==> src/rtl/serial_adder.sv <==
// Bit-serial adder/subtractor. One full-adder cell (two half-adder stages plus
// an OR) and a carry flip-flop process one operand bit per clock, LSB first.
// A start/done handshake lets a controller issue operations and collect
// registered results.
module serial_adder #(
    parameter int unsigned WIDTH = 8
) (
    input  logic             clk,
    input  logic             reset,
    input  logic             start,
    input  logic             sub,
    input  logic [WIDTH-1:0] a,
    input  logic [WIDTH-1:0] b,
    output logic             busy,
    output logic             done,
    output logic [WIDTH-1:0] sum,
    output logic             carry_out,
    output logic             overflow
);

    // Counter is one bit wider than needed to index WIDTH-1 so WIDTH=32 cannot wrap.
    localparam int unsigned CW = $clog2(WIDTH) + 1;
    localparam logic [CW-1:0] LAST_BIT = CW'(WIDTH - 1);
    localparam logic [CW-1:0] CNT_ONE  = CW'(1);

    localparam logic [1:0] ST_IDLE = 2'd0;
    localparam logic [1:0] ST_RUN  = 2'd1;
    localparam logic [1:0] ST_DONE = 2'd2;

    logic [1:0]       state_q, state_d;
    logic [WIDTH-1:0] opa_q, opa_d;
    logic [WIDTH-1:0] opb_q, opb_d;
    logic [WIDTH-1:0] res_q, res_d;
    logic [CW-1:0]    cnt_q, cnt_d;
    logic             carry_q, carry_d;
    logic [WIDTH-1:0] sum_q, sum_d;
    logic             cout_q, cout_d;
    logic             ovf_q, ovf_d;
    logic             busy_q, busy_d;
    logic             done_q, done_d;

    logic a0, b0;
    logic ha1_s, ha1_c;
    logic ha2_s, ha2_c;
    logic fa_sum, fa_carry;
    logic last_bit;

    // Full adder built from two half-adder stages; the carry flop feeds stage two.
    always_comb begin
        a0       = opa_q[0];
        b0       = opb_q[0];
        ha1_s    = a0 ^ b0;
        ha1_c    = a0 & b0;
        ha2_s    = ha1_s ^ carry_q;
        ha2_c    = ha1_s & carry_q;
        fa_sum   = ha2_s;
        fa_carry = ha1_c | ha2_c;
        last_bit = (cnt_q == LAST_BIT);
    end

    // Next-state: accept in IDLE/DONE, shift one bit per cycle in RUN.
    always_comb begin
        state_d = state_q;
        opa_d   = opa_q;
        opb_d   = opb_q;
        res_d   = res_q;
        cnt_d   = cnt_q;
        carry_d = carry_q;
        sum_d   = sum_q;
        cout_d  = cout_q;
        ovf_d   = ovf_q;

        case (state_q)
            ST_IDLE, ST_DONE: begin
                if (start) begin
                    opa_d   = a;
                    // Subtraction is A + ~B + 1: invert B here, seed the carry with 1.
                    opb_d   = b ^ {WIDTH{sub}};
                    carry_d = sub;
                    cnt_d   = '0;
                    state_d = ST_RUN;
                end else begin
                    state_d = ST_IDLE;
                end
            end
            ST_RUN: begin
                res_d            = res_q >> 1;
                res_d[WIDTH-1]   = fa_sum;
                opa_d            = opa_q >> 1;
                opb_d            = opb_q >> 1;
                carry_d          = fa_carry;
                cnt_d            = cnt_q + CNT_ONE;
                if (last_bit) begin
                    sum_d   = res_d;
                    cout_d  = fa_carry;
                    // carry_q is the carry into the MSB while the MSB is processed.
                    ovf_d   = carry_q ^ fa_carry;
                    state_d = ST_DONE;
                end
            end
            default: state_d = ST_IDLE;
        endcase

        busy_d = (state_d == ST_RUN);
        done_d = (state_d == ST_DONE);
    end

    // State and datapath registers with synchronous reset.
    always_ff @(posedge clk) begin
        if (reset) begin
            state_q <= ST_IDLE;
            opa_q   <= '0;
            opb_q   <= '0;
            res_q   <= '0;
            cnt_q   <= '0;
            carry_q <= 1'b0;
            sum_q   <= '0;
            cout_q  <= 1'b0;
            ovf_q   <= 1'b0;
            busy_q  <= 1'b0;
            done_q  <= 1'b0;
        end else begin
            state_q <= state_d;
            opa_q   <= opa_d;
            opb_q   <= opb_d;
            res_q   <= res_d;
            cnt_q   <= cnt_d;
            carry_q <= carry_d;
            sum_q   <= sum_d;
            cout_q  <= cout_d;
            ovf_q   <= ovf_d;
            busy_q  <= busy_d;
            done_q  <= done_d;
        end
    end

    assign busy      = busy_q;
    assign done      = done_q;
    assign sum       = sum_q;
    assign carry_out = cout_q;
    assign overflow  = ovf_q;

`ifndef SYNTHESIS
    // Handshake sanity: never busy and done together, no unused state encoding.
    always_ff @(posedge clk) begin
        if (!reset) begin
            assert (!(busy_q && done_q));
            assert (state_q != 2'd3);
        end
    end
`endif

endmodule

==> config.mk <==
export PLATFORM = sky130hd
export DESIGN_NAME = serial_adder
export DESIGN_NICKNAME = d
export VERILOG_FILES = /design/src/rtl/serial_adder.sv
export SDC_FILE = /design/constraint.sdc
export NUM_CORES = 1
export LEC_CHECK = 0
export ABC_CLOCK_PERIOD_IN_PS = 1640
export CORE_MARGIN = 2
export CORE_UTILIZATION = 35
export CTS_BUF_LIST = sky130_fd_sc_hd__clkbuf_16
export DETAILED_ROUTE_END_ITERATION = 6
export GPL_TIMING_DRIVEN = 0
export SLEW_MARGIN = 20
export SYNTH_ARGS = -nofsm -noshare
export SYNTH_HDL_FRONTEND = slang
export SYNTH_SLANG_ARGS = --single-unit
==> constraint.sdc <==
create_clock -name clk -period 1.64 [get_ports clk]
set_clock_uncertainty 0.05 [all_clocks]
set_input_delay 0.41 -clock clk [delete_from_list [all_inputs] [get_ports clk]]
set_output_delay 0.41 -clock clk [all_outputs]
set_load 0.02 [all_outputs]
After elaboration in Yosys (flattened, before gate mapping)
Index checks and enable logic that the tools add are counted.
- eq/ne operators: 6
- multiplexer cells: 11
- bitwise gates (word level): 7
- add/sub/neg operators: 1
- reductions and logical operators: 5
- operators by type and width (cell ; count):
    $pmux 8 s2 ; 2
    $mux 8 ; 2
    $pmux 4 s2 ; 1
    $xor 8x8->8 ; 1
    $add 4x1->4 const B ; 1
    $eq 2x1->1 const B ; 2
    $eq 2x2->1 const B ; 2
    $eq 4x3->1 const B ; 1
    $mux 4 ; 1
    $pmux 2 s2 ; 1
    $reduce_and 2->1 ; 2
    $xor 1x1->1 ; 3
    $and 1x1->1 ; 2
    $logic_not 2->1 ; 1
    $mux 1 ; 2
    $mux 2 ; 1
    $ne 2x2->1 const B ; 1
    $pmux 1 s2 ; 1
    $reduce_bool 2->1 ; 1
    $reduce_or 2->1 ; 1
    $or 1x1->1 ; 1
- word-level logic and storage cells: 41
- output and inout bits: 12
- register bits after elaboration: 43

Depth between registers and ports, before layout
- depth after elaboration: 4
- gate-level depth with buffers: 5
- depth with buffers taken out: 4

Worst setup path before layout
Ideal clock, no wire load.
- path kind: reg-to-reg
- start point: register opa_q[0]
- end point: register ovf_q (netlist: overflow)
- path slack: 0.369 ns
- clock period less this slack: 1.271 ns
- setup time: 0.091 ns
- data arrival time: 1.130 ns
- cell stages (with the launch flop): 4
- cell sequence: dfxtp_1 -> fa_1 -> xnor2_1 -> a311oi_1
- cells in the longest elaborated chain, start to end: 4
- elaborated cells between the ends (all ways): 5
- those cells by class: bitwise: 5
- ends and longest elaborated chain (element ; line ; source):
    from (decl) ; 31 ; logic [WIDTH-1:0] opa_q, opa_d;
    from (signal assigned) ; 124 ; opa_q <= opa_d;
    $xor 1x1->1 ; 52 ; ha1_s = a0 ^ b0;
    $and 1x1->1 ; 55 ; ha2_c = ha1_s & carry_q;
    $or 1x1->1 (*) ; 57 ; fa_carry = ha1_c | ha2_c;
    net fa_carry ; 45 ; logic fa_sum, fa_carry;
    $xor 1x1->1 (*) ; 97 ; ovf_d = carry_q ^ fa_carry;
    to (signal assigned) ; 131 ; ovf_q <= ovf_d;
    to (decl) ; 38 ; logic ovf_q, ovf_d;
The timed path passes the listed nets; every way through them passes the cells marked *.
A chain may end at the register's enable or synchronous reset.

Worst setup path after layout
- start point: input start
- end point: register opa_q[4]
- cells in the longest elaborated chain, start to end: 2
- ends and longest elaborated chain (element ; line ; source):
    from (decl) ; 10 ; input logic start,
    $ne 2x2->1 (no line) ; -- ;
    $reduce_and 2->1 (no line) ; -- ;
Every way passes these cells.

==> results.md <==
* Status: finished, final reports clean
* R2r endpoint: sum[5]
* Port bufs at 29
* Flop-to-flop setup slack at 0.26 ns
* RePlAce Congestion at 0.7248
* ANT nets after route at 0
* Clock tree buffer depth at 2
* Hold Startpoint: res_q[1]
* Final Worst Setup Slack at 0.1219 ns
* Fmax achieved at 0.6587 GHz
* Largest net degree at the start of global routing at 13
* Syn avg cell area at 8.796 µm²
* CP endpoint kind: register
* Critical path data arrival time at 1.68 ns
* Clock Power Share at 40.7%
* Max-Slew Margin vs Limit at 67.09%
* Max-slew violations at 0
* Leakage power at 0.8667 nW
* Logic gate share of total power at 11.7%
* P_sw at 0.5539 mW
* Initial Util at 36.63%
* Period utilisation layout at 92.57%
* Largest fanout on the critical path at 10
* CTS H-Tree Depth at 2
* N_diodes at 0
* Core Util, Final at 47.21%
* WL final at 3978 µm
* Critical Path RT at 1.80 ns
* Hold EP: res_q[1]
* Startpoint types: input pin
* Total CTS buffers at 5
* Post-synthesis cell type count at 27
* HP Class: register to register
* Post-synthesis mux area share at 1.293%
* Cell Rows at 25
* Most area-consuming cells after synthesis: dfxtp_1, a21oi_1, nand3_1
* Measured slew at the worst slew-check pin at 0.4936 ns
* VDD IR max at 0.5928 mV
* Initial antenna violation count at 0
* Pwr Density at 1019 mW/mm²
* Die width at 74.54 µm
* Switch share at 24.22%
* Power share of the sequential group at 47.6%
* Grt ovf at 0
* Syn. warnings at 0
* Crit path top cell by count: buf_4
* Top cell type's share of synthesized area at 48.28%
* Crit-path max cell delay at 0.49 ns
* Seq/Total Area, Yosys at 48.28%
* Die Ht at 74.54 µm
* #FFs+latches synth at 42
* Number of iterations in the first detailed-routing pass at 4
* Vias in the first global route at 1,497
* Place WS at -0.2352 ns
* Dpl cells at 294
* Final net count at 256
* Gr usage total at 16.37%
* Root Driver: clkbuf_16
* CTS tree: built
* Setup bufs post-CTS at 0
* Largest family of logic cells by synthesized area: compound AO/OA/AOI/OAI gates
* Reg clk slew, reported paths at 0.06 ns
* Syn_nets at 220
* Post-Synth Adder-Cell Area at 1.868%
* First-pass GRT wire length at 6831 µm
* Crit Path Class: input pin to register
* Setup Viol. Count Final at 0
* Via-to-Cell Ratio at 4.960
* Setup tns final at 0 ns
* Io pins at 32
* RSZ-0062 raised after global routing: no
* Non-Filler Instances at 302
* Share of cells above drive strength 1 at 8.936%
* 1st-iter DRT viols at 119
* Detailed placement HPWL at 2711 µm
* Core Area at 0.004755 mm²
* Xor and xnor area share after synthesis at 4.526%
* Mapped Area at 0.001742 mm²
* Hold depth at 2
* Routed wire per std cell at 13.17 µm
* DRC viols at 0
* Area Overhead vs Synth at 28.88%
* Clk_lat worst skew at 0.28 ns
* Area leader, netlist: dfxtp_1
* Synth Area in Compound Gates at 20.91%
* Final Hold Viols at 0
* Max_cap viols at 0
* Synth Instances at 198
* Routed vias at 1,498
* Clk sink count at 42
* Internal at 1.733 mW
* R2r startpoint: cnt_q[0]
* Critical path's slowest cell: clkdlybuf4s50_1
* R2r worst-path depth at 5
* Synth Area in Simple Gates at 16.52%
* Final Critical Period at 1.518 ns
* CTS Hold Bufs at 0
* Full die area at 0.005556 mm²
* Crit-path cells: clkdlybuf4s50_1, nor2b_1, buf_4, buf_4, a22oi_1, a21oi_1
==> flip-flops by register name, summed over array words and instances, names as in the netlist, 2 cells and up <==
signal / cells
state_q: 2
opb_q: 8
sum: 8
opa_q: 8
res_q: 7
cnt_q: 4
==> per-layer routing <==
metal	track usage (%)	vias to the layer above	share of wire [%]
met3	3.659	7	3.9
met5	0	-	0
li1	-	774	-
met1	21.51	683	49
met4	7.341	0	1.8
met2	25.76	34	45
==> layout by cell type, fill, tap and decap left out, types with 8 or more instances in the layout <==
cell,n
dfxtp_1,42
a21oi_1,38
nand3_1,28
nand2_1,17
clkdlybuf4s50_1,17
a22oi_1,15
dlygate4sd2_1,11
xor2_1,8
==> critical path, delay by kind of cell <==
| kind | cells | cell delay (ns) |
|---|---|---|
| AO/OA/AOI/OAI | 2 | 0.21 |
| buffers and inverters | 3 | 0.88 |
| AND/OR/NAND/NOR | 1 | 0.17 |
==> cell type report <==
type	count	area (µm²)
Sequential cell	42	840.8
Buffer	20	117.6
Fill cell	494	2510
Clock inverter	3	12.51
Multi-Input combinational cell	136	785.8
Tap cell	67	83.83
Clock buffer	5	125.1
Timing Repair Buffer	29	279.0
==> cells by family after synthesis <==
logic type / count (synthesis)
AOI/OAI and AO/OA: 64
and+or+nand+nor: 59
DFF: 42
buffers and inverters: 20
xor gates and xnor gates: 9
muxes: 2
adders and majority gates: 2
==> per-stage QoR <==
stage / cell area, µm² / total power, mW / hold WS (ns)
6_report: 2245 / 2.287 / 0.4190
5_1_grt: 2245 / 2.393 / 0.4392
4_1_cts: 2240 / 2.307 / 0.4149
3_5_place_dp: 2116 / 1.380 / 0.4069
3_3_place_gp: 2116 / 1.378 / 0.3996
2_1_floorplan: 1742 / 1.278 / 0.3866
==> power by group through the flow <==
| stage | registers [mW] | clock network [mW] | logic (mW) |
|---|---|---|---|
| global placement | 1.11 | 0 | 0.270 |
| detailed placement | 1.11 | 0 | 0.270 |
| finish | 1.09 | 0.931 | 0.268 |
| floorplan | 1.10 | 0 | 0.173 |
| global route | 1.09 | 1.00 | 0.299 |
| CTS | 1.09 | 0.951 | 0.269 |
==> synth_stat cells <==
master and n:
buf_6 1, nand4_1 1, ha_1 1, nand2b_1 3, o21ai_1 7, and2b_1 1
nor2_1 3, a21oi_1 38, fa_1 1, nor3b_1 1, nor2b_1 1, mux2_1 2
buf_4 6, and3b_1 1, nand2_1 17, nor3_1 2, nand3_1 28, o21ai_0 2
xnor2_1 1, a311oi_1 1, dfxtp_1 42, nand3b_1 1, a22oi_1 15, a211oi_1 1
xor2_1 8, clkbuf_1 5, buf_2 8
==> what timing repair did <==
action,4_1_cts,5_1_grt
cloned,0,0
resized for setup,11,3
setup endpoints to repair,11,4
==> worst max path at each step <==
stage	startpoint	to	slack, ns
final	start	opa_q[4]	0.12
after global routing	start	opa_q[4]	0.02
after CTS	done	done	0.004
after detailed placement	start	opa_q[4]	-0.24
after global placement	start	opa_q[4]	-0.23
after floorplan	opa_q[0]	overflow	0.37
Power figures use the tool's default switching activity.
